**src/rtl/sha3_pkg.sv**
```systemverilog
`default_nettype none
// ============================================================================
// Module      : sha3_pkg
// Description : Shared SHA-3 types: variant codes, Keccak state layout, TX FSM.
// Revision    : 1.0 - initial release
// ============================================================================
package sha3_pkg;

   localparam int STATE_BITS = 1600;

   typedef enum logic [1:0] {
      SHA3_224 = 2'd0,
      SHA3_256 = 2'd1,
      SHA3_384 = 2'd2,
      SHA3_512 = 2'd3
   } sha3_variant_t;

   typedef logic [4:0][4:0][63:0] keccak_state_t;

   typedef enum logic {
      ST_IDLE = 1'b0,
      ST_SEND = 1'b1
   } tx_state_t;

   function automatic int unsigned digest_bits(input sha3_variant_t v);
      int unsigned bits;
      case (v)
         SHA3_224: bits = 224;
         SHA3_256: bits = 256;
         SHA3_384: bits = 384;
         default:  bits = 512;
      endcase
      return bits;
   endfunction

endpackage
`default_nettype wire

```
**src/rtl/keccak_state_flatten.sv**
```systemverilog
`default_nettype none
// ============================================================================
// Module      : keccak_state_flatten
// Description : Maps lane [x][y] of the Keccak state to flat bits 64*(5x+y).
// Revision    : 1.0 - initial release
// ============================================================================
module keccak_state_flatten
   import sha3_pkg::*;
(
   input  keccak_state_t           i_state,
   output logic [STATE_BITS-1:0]   o_flat
);

   for (genvar x = 0; x < 5; x++) begin : g_x
      for (genvar y = 0; y < 5; y++) begin : g_y
         assign o_flat[64*(5*x+y) +: 64] = i_state[x][y];
      end
   end

endmodule
`default_nettype wire

```
**src/rtl/axis_digest_tx.sv**
```systemverilog
`default_nettype none
// ============================================================================
// Module      : axis_digest_tx
// Description : Streams the SHA-3 digest of a Keccak state as AXI-Stream words.
//               Optional macro AXIS_DIGEST_TX_BYTESWAP_EN byte-reverses TDATA.
// Revision    : 1.0 - initial release
// ============================================================================
module axis_digest_tx
   import sha3_pkg::*;
#(
   parameter int DATA_WIDTH = 16
)(
   input  logic                       ACLK,
   input  logic                       ARESET,
   input  logic                       start,
   input  logic [1:0]                 digest_sel,
   input  logic [4:0][4:0][63:0]      D_in,
   input  logic                       TREADY,
   output logic                       TVALID,
   output logic [DATA_WIDTH-1:0]      TDATA,
   output logic                       TLAST,
   output logic [1:0]                 TID,
   output logic                       busy,
   output logic                       done
);

   localparam int SHREG_BITS = 512;

   logic [STATE_BITS-1:0]   w_flat;
   logic                    w_unused_upper;
   logic [5:0]              w_load_cnt;
   logic                    w_hs;
   logic [DATA_WIDTH-1:0]   w_word;

   tx_state_t               r_state;
   logic [SHREG_BITS-1:0]   r_shreg;
   logic [5:0]              r_cnt;
   logic                    r_tvalid;
   logic                    r_tlast;
   logic [1:0]              r_tid;
   logic                    r_done;

   keccak_state_flatten u_flatten (
      .i_state (D_in),
      .o_flat  (w_flat)
   );

   // Only the low 512 bits can ever be digest bits.
   assign w_unused_upper = ^w_flat[STATE_BITS-1:SHREG_BITS];

   assign w_load_cnt = 6'(digest_bits(sha3_variant_t'(digest_sel)) / DATA_WIDTH - 1);
   assign w_hs       = r_tvalid & TREADY;

   always_ff @(posedge ACLK or posedge ARESET) begin
      if (ARESET) begin
         r_state  <= ST_IDLE;
         r_shreg  <= '0;
         r_cnt    <= '0;
         r_tvalid <= 1'b0;
         r_tlast  <= 1'b0;
         r_tid    <= '0;
         r_done   <= 1'b0;
      end else begin
         r_done <= 1'b0;
         case (r_state)
            ST_IDLE: begin
               if (start) begin
                  r_shreg  <= w_flat[SHREG_BITS-1:0];
                  r_tid    <= digest_sel;
                  r_cnt    <= w_load_cnt;
                  r_tvalid <= 1'b1;
                  r_tlast  <= (w_load_cnt == 6'd0);
                  r_state  <= ST_SEND;
               end
            end
            ST_SEND: begin
               if (w_hs) begin
                  if (r_cnt == 6'd0) begin
                     r_tvalid <= 1'b0;
                     r_tlast  <= 1'b0;
                     r_done   <= 1'b1;
                     r_state  <= ST_IDLE;
                  end else begin
                     r_shreg  <= r_shreg >> DATA_WIDTH;
                     r_cnt    <= r_cnt - 6'd1;
                     r_tlast  <= (r_cnt == 6'd1);
                  end
               end
            end
            default: r_state <= ST_IDLE;
         endcase
      end
   end

   assign w_word = r_shreg[DATA_WIDTH-1:0];

`ifdef AXIS_DIGEST_TX_BYTESWAP_EN
   for (genvar b = 0; b < DATA_WIDTH/8; b++) begin : g_swap
      assign TDATA[8*b +: 8] = w_word[DATA_WIDTH-8*(b+1) +: 8];
   end
`else
   assign TDATA = w_word;
`endif

   assign TVALID = r_tvalid;
   assign TLAST  = r_tlast;
   assign TID    = r_tid;
   assign busy   = (r_state == ST_SEND);
   assign done   = r_done;

endmodule
`default_nettype wire

```
**config.mk**
```make
export PLATFORM = sky130hd
export DESIGN_NAME = axis_digest_tx
export DESIGN_NICKNAME = d
export VERILOG_FILES = /design/src/rtl/sha3_pkg.sv /design/src/rtl/keccak_state_flatten.sv /design/src/rtl/axis_digest_tx.sv
export SDC_FILE = /design/constraint.sdc
export NUM_CORES = 1
export LEC_CHECK = 0
export CAP_MARGIN = 10
export CORE_AREA = 2 2 634 636
export DETAILED_ROUTE_END_ITERATION = 6
export DIE_AREA = 0 0 636 638
export PLACE_DENSITY = 0.32
export SYNTH_ARGS = -nofsm -noshare
export SYNTH_HDL_FRONTEND = slang
export SYNTH_SLANG_ARGS = --single-unit
export TNS_END_PERCENT = 100
```
**constraint.sdc**
```tcl
create_clock -name ACLK -period 24.5 [get_ports ACLK]
set_input_delay 6.125 -clock ACLK [delete_from_list [all_inputs] [get_ports ACLK]]
set_output_delay 6.125 -clock ACLK [all_outputs]
set_load 0.01 [all_outputs]
```
==> results.py <==
metrics = {
    "run_status": {
        "outcome": "completed",
    },
    "setup_path": {
        "endpoint_kind": "flop",
        "critical_path.cell_chain": "clkdlybuf4s50_1 > nand2_1 > a21oi_4 > buf_4 > buf_4 > buf_4 > nand2_1 > a31oi_1",
        "cp.required_ns": 25.15,
        "cpMostUsedCell": "buf_4",
        "worstPathArrival_ns": 10.01,
        "cpPeakStageDelay_ns": 0.77,
        "start_kind": "input pin",
        "worstPathMaxFanout": 65,
        "path_class": "in2reg",
        "cpMaxStageDelayCell": "buf_4",
    },
    "synthesis": {
        "syn_inst": 2643,
        "async_flop_share_pct": 100,
        "synth-main-ff-cell": "dfrtp_1",
        "syn_area_mm2": 0.0256,
        "synth.top_cells.by_area": "dfrtp_1, a2bb2oi_1, nand2_1",
        "seq_area_frac_synth_pct": 51.2,
        "syn_avg_cell_area_um2": 9.69,
        "synth_warnings": 0,
        "synth_top_area_share_pct": 51.2,
        "ys_seq_elements": 524,
        "yosysTopAreaCell": "dfrtp_1",
        "syn_nets": 4252,
        "synthDistinctLibCells": 37,
        "synth_edf_count": 0,
    },
    "cells_and_area": {
        "syn_to_final_growth_pct": 53.9,
        "fillers": 45845,
        "final_common_cell": "clkdlybuf4s50_1",
        "post-route-cell-area_mm2": 0.0394,
        "final_cell_mix": "clkdlybuf4s50_1, dfrtp_1, nand2_1",
        "nets": 4619,
        "drive_above_1_share_pct": 5.54,
        "fin_cells": 8353,
    },
    "sta": {
        "min_period_ns": 9.36,
        "setup-tns-final_ns": 0,
        "final-hold-violation-count": 0,
        "timing.final.crit_share_pct": 38.2,
        "rsz0062_at_grt": "false",
        "drv_slew": 0,
        "maxSlewHeadroom_pct": 23.6,
        "finalSetupViolations": 0,
        "finalClockSkew_ns": 0.107,
        "fmax_mhz": 107,
        "tightest_slew_ns": 1.15,
        "setup_ws_ns": 15.14,
    },
    "floorplanning": {
        "initial_core_util_pct": 6.42,
        "die_y_um": 638,
        "io_pins": 1628,
        "core_area_mm2": 0.399,
        "dieArea_mm2": 0.406,
        "placementRows": 232,
        "die_x_um": 636,
    },
    "global_route": {
        "grt.busiest_layer": "met2",
        "grt_use_total_pct": 7.52,
        "grt.met1_usage_pct": 8.80,
        "met2_usage_pct": 12.1,
        "grt_pass1_vias": 23708,
        "grt_first_pass_wirelength_um": 212000,
        "grt_max_degree": 170,
        "antenna_found_initial": 165,
        "grtUsageMet3_pct": 3.50,
        "grt-ovfl-total": 0,
    },
    "clocking": {
        "cts_resized": 0,
        "cts_buffers": 82,
        "clk_pin_slew_worst_paths_ns": 0.06,
        "clk_latency_ns": 0.83,
        "cts.htree.levels": 3,
        "clockBufferDepth": 4,
        "postCtsSetupBuffers": 0,
        "root_buffer": "clkbuf_16",
        "cts_num_sinks": 524,
        "cts_tree": "done",
        "ctsHoldBuffers": 0,
    },
    "routing": {
        "via_count": 23436,
        "first_pass_iters": 5,
        "ant_nets": 0,
        "wire_per_inst_um": 18.8,
        "finalWirelength_um": 157000,
        "drc_errors": 0,
        "drt_iter0_drc": 1292,
        "viasPerCell": 2.81,
    },
    "run": {
        "drv_cap": 0,
    },
    "placement": {
        "pre_cts_slack_ns": 14.20,
        "place_area_mm2": 0.0367,
        "io_buffers": 539,
        "gp_congestion": 0.764,
        "place_inst": 8191,
        "dp_hpwl_um": 116000,
    },
    "pwr": {
        "static-leakage-power_uw": 0.0134,
        "p_per_area_mw_per_mm2": 86.5,
        "irDropWorstVdd_v": 0.0000509,
        "p_total_uw": 3410,
    },
    "worst_hold_path": {
        "min_path_type": "reg2reg",
    },
}
## report_power, final
part / switching, uW / internal, uW
sequential: 291 / 1180
clock: 497 / 711
combinational: 329 / 401
## layout make-up
class	instances	area, um2	area share [%]
Clock inverter	18	249	0.632
Clock buffer	122	2370	6.02
Antenna cell	22	55.1	0.140
Tap cell	5265	6590	16.7
Inverter	4	22.5	0.0572
Timing Repair Buffer	581	5780	14.7
Sequential cell	524	13100	33.3
Multi-Input combinational cell	1817	11200	28.5
## path summary, 6_finish.rpt
path,to,slack (ns),startpoint,cells past startpoint
max in group asynchronous,busy$_DFF_PP0_,15.92,ARESET,5
min in group asynchronous,r_shreg[456]$_DFFE_PP0P_,5.69,ARESET,2
worst min register to register,TID[1]$_DFFE_PP0P_,0.51,TID[1]$_DFFE_PP0P_,1
worst max register to register,r_shreg[8]$_DFFE_PP0P_,20.20,r_cnt[0]$_DFFE_PP0P_,9
worst min-delay path,TID[1]$_DFFE_PP0P_,0.51,TID[1]$_DFFE_PP0P_,1
worst max-delay path,r_shreg[8]$_DFFE_PP0P_,15.14,TREADY,8
## per-layer routing
metal | part of all wire (%) | vias to the layer above
met5 | 0.67 | -
met4 | 3.7 | 170
met3 | 9.4 | 379
met2 | 45 | 770
met1 | 41 | 11467
li1 | - | 10650
## sequential cells by signal, summed over array words and instances (netlist names)
register  flops
r_shreg     512
busy          1
done          1
TLAST         1
TVALID        1
r_cnt         6
TID           2
## critical path: cells and delay by family
family | cells | cell delay [ns]
and+or+nand+nor | 2 | 0.50
AOI/OAI and AO/OA | 2 | 0.61
buffers and inverters | 4 | 2.56
## logic make-up (layout without fill, tap and decap cells)
kind of cell | Yosys count | in the layout | share of synthesized area, %
AO/OA/AOI/OAI | 1031 | 1031 | 28.8
AND/OR/NAND/NOR | 763 | 763 | 13.9
flip-flops | 524 | 524 | 51.2
buffers and inverters | 302 | 725 | 5.16
multiplexers | 18 | 18 | 0.713
adder cells (fa/ha/maj) | 3 | 3 | 0.147
XOR/XNOR | 2 | 2 | 0.0684
other | 0 | 22 | 0
## synth_stat cells, types with 7 or more instances
cell / number
dfrtp_1: 524
nand2_1: 473
a2bb2oi_1: 262
o22ai_1: 262
nor2b_1: 236
a211oi_1: 235
a31oi_1: 235
clkbuf_1: 179
buf_2: 86
o21ai_0: 20
buf_4: 19
nand2b_1: 18
nand3_1: 18
mux2i_1: 16
buf_1: 13
a21oi_1: 7
nor2_1: 7
## metrics by stage
step / hold slack, ns / util [%]
after floorplan: 0.499 / -
after global placement: 0.494 / 9.21
after detailed placement: 0.502 / 9.21
after CTS: 0.514 / 9.87
after global routing: 0.537 / 9.88
final: 0.510 / 9.89
Note: power is estimated with default switching activity, not from simulation.
==> patch: new RTL, same settings <==
`DATA_WIDTH`: 16 -> 32.
--- a/src/rtl/axis_digest_tx.sv
+++ b/src/rtl/axis_digest_tx.sv
@@ -10,3 +10,3 @@
 #(
-   parameter int DATA_WIDTH = 16
+   parameter int DATA_WIDTH = 32
 )(
Ports: changed (resized TDATA); port bits go from 1628 to 1644. The function was not compared with the original's and may differ.
==> patch against the unedited design <==
The run now ends with capacitance limit, slew limit left; synthesized area decreased by 3.1%; cell area shrank 1.7%; setup slack worse by 1.0 ns; worst hold slack got worse by 0.014 ns; sequential cell count unchanged; die area did not move; wire length down 0.24%; maximum frequency decreased by 9.7%; critical path type unchanged; highest routed layer unchanged.
Power is not compared: it rests on default switching activity, and its combinational part moved more than twofold at a synthesized area within 25%.
==> patch: results (changes against the unedited design) <==
synthArstFlopShare_pct: 100  # unchanged
path_buf_inv: 5  # was 4
synthTopCellsByArea: "dfrtp_1, mux2i_1, a21oi_1, nor3_1, buf_6"  # was dfrtp_1, a2bb2oi_1, nand2_1, a211oi_1, o22ai_1
cp_data_arrival_time_ns: 11.01  # was 10.01 ns
syn_nets: 3912  # was 4252
placed_area_um2: 35900  # was 36700 µm²
first_iter_violations: 933  # was 1292
cts_buffers: 85  # was 82
track_usage_pct: 7.49  # was 7.52%
cts-resized-gates: 0  # unchanged
layout.nets: 4346  # was 4619
fin_skew_ns: 0.0926  # was 0.107 ns
slowest_delay_ns: 0.91  # was 0.77 ns
peakVddDrop_uv: 55.2
routedWlPerCell_um: 19.4  # was 18.8 µm
cp_max_fo: 84  # was 65
antenna_found_initial: 170  # was 165
cts_setup_buffers: 0  # unchanged
ys_seq_area_share_pct: 52.8  # was 51.2%
clk_pin_slew_ns: 0.05
leakage_nw: 15.5
portBuffers: 555  # was 539
synth_cell_types: 32  # was 37
drv_cap: 1  # was 0
grt_pass1_vias: 21600  # was 23700
grt_overflow: 0  # unchanged
routabilityCongestion: 0.731  # was 0.764
via_count: 20700  # was 23400
violations: "capacitance limit, slew limit"
top_register: "r_shreg"  # unchanged
largest_register_ffs: 512  # unchanged
yosys_warnings: 0  # unchanged
crit_slowest_cell: "buf_4"  # unchanged
synth_common_cells: "dfrtp_1, a21oi_1, mux2i_1, nor3_1, clkbuf_1"  # was dfrtp_1, nand2_1, a2bb2oi_1, o22ai_1, nor2b_1
cp_top_family: "buffers and inverters"  # unchanged
dr.pass1.iters: 5  # unchanged
hold_path.class: "reg -> reg"  # unchanged
clock-root-buffer: "clkbuf_16"  # unchanged
slew_viol_final: 2  # was 0
hpwlAfterDp_mm: 119  # was 116 mm
h-tree-depth: 3  # unchanged
drive_above_1_share_pct: 6.48  # was 5.54%
outcome: "finished, violations left"  # was finished clean
grt_max_degree: 167  # was 170
cts.path.max_buffers: 4  # unchanged
grt_pass1_wl_mm: 205  # was 212 mm
insertion_delay_ns: 0.81  # was 0.83 ns
dp_slack_ns: 13.35  # was 14.20 ns
yosys.area.top_type_share_pct: 52.8  # was 51.2%
max_slew_margin_pct: -5.16  # was 23.6%
==> patch: power by group <==
group | internal, mW | switching [mW]
clock | 0.744 | 0.491
combinational | 0.582 | 0.926
sequential | 1.23 | 0.336
total | 2.55 | 1.75
==> patch: logic make-up after synthesis <==
| family | synth area share [%] |
|---|---|
| AOI/OAI and AO/OA | 11.2 |
| adders and majority gates | 0.151 |
| buffers and inverters | 6.02 |
| DFF | 52.8 |
| muxes | 19.4 |
| and+or+nand+nor | 10.3 |
==> patch: cell type report <==
cell class              count  area, µm²
clock buffers             116       2350
clock inverters            28        369
multi-input cells        1522      10300
diodes                     29       72.6
well taps                5265       6590
flip-flops and latches    524      13100
fillers                 45900     360000
inverters                   4       22.5
repair buffers            600       5940
==> patch: routing by layer <==
metal | part of all wire [%] | vias up | global-route usage [%]
met2 | 47 | 676 | 12.4
met5 | 0.52 | - | 0
met4 | 2.7 | 132 | 1.89
met3 | 7.8 | 353 | 2.94
li1 | - | 9284 | -
met1 | 42 | 10200 | 8.98
==> patch: final timing paths <==
path | cells after the start | slack [ns] | start | to
hold reg to reg | 1 | 0.50 | r_shreg[494]$_DFFE_PP0P_ | r_shreg[494]$_DFFE_PP0P_
min in group asynchronous | 2 | 6.03 | ARESET | r_shreg[223]$_DFFE_PP0P_
hold / removal | 1 | 0.50 | r_shreg[494]$_DFFE_PP0P_ | r_shreg[494]$_DFFE_PP0P_
setup / recovery | 8 | 14.14 | start | r_shreg[74]$_DFFE_PP0P_
max in group asynchronous | 4 | 15.93 | ARESET | r_shreg[489]$_DFFE_PP0P_
setup reg to reg | 7 | 19.30 | busy$_DFF_PP0_ | r_shreg[74]$_DFFE_PP0P_
==> patch: worst register-to-register path, delay by kind of cell, from the launching register on <==
family,cells,cell delay [ns]
compound gates,1,0.17
buf+inv,4,3.24
simple gates,2,0.91
flops,1,0.72
==> patch: metrics by stage <==
| stage | hold WS (ns) | utilization (%) | total power, mW | instances |
|---|---|---|---|---|
| after floorplan | 0.466 | - | 2.46 | 2303 |
| final | 0.496 | 9.71 | 4.30 | 8088 |
| after detailed placement | 0.479 | 9.01 | 3.17 | 7914 |
| after global placement | 0.484 | 9.01 | 3.16 | 7914 |
| after global routing | 0.510 | 9.70 | 4.63 | 8068 |
| after CTS | 0.501 | 9.69 | 4.46 | 8058 |
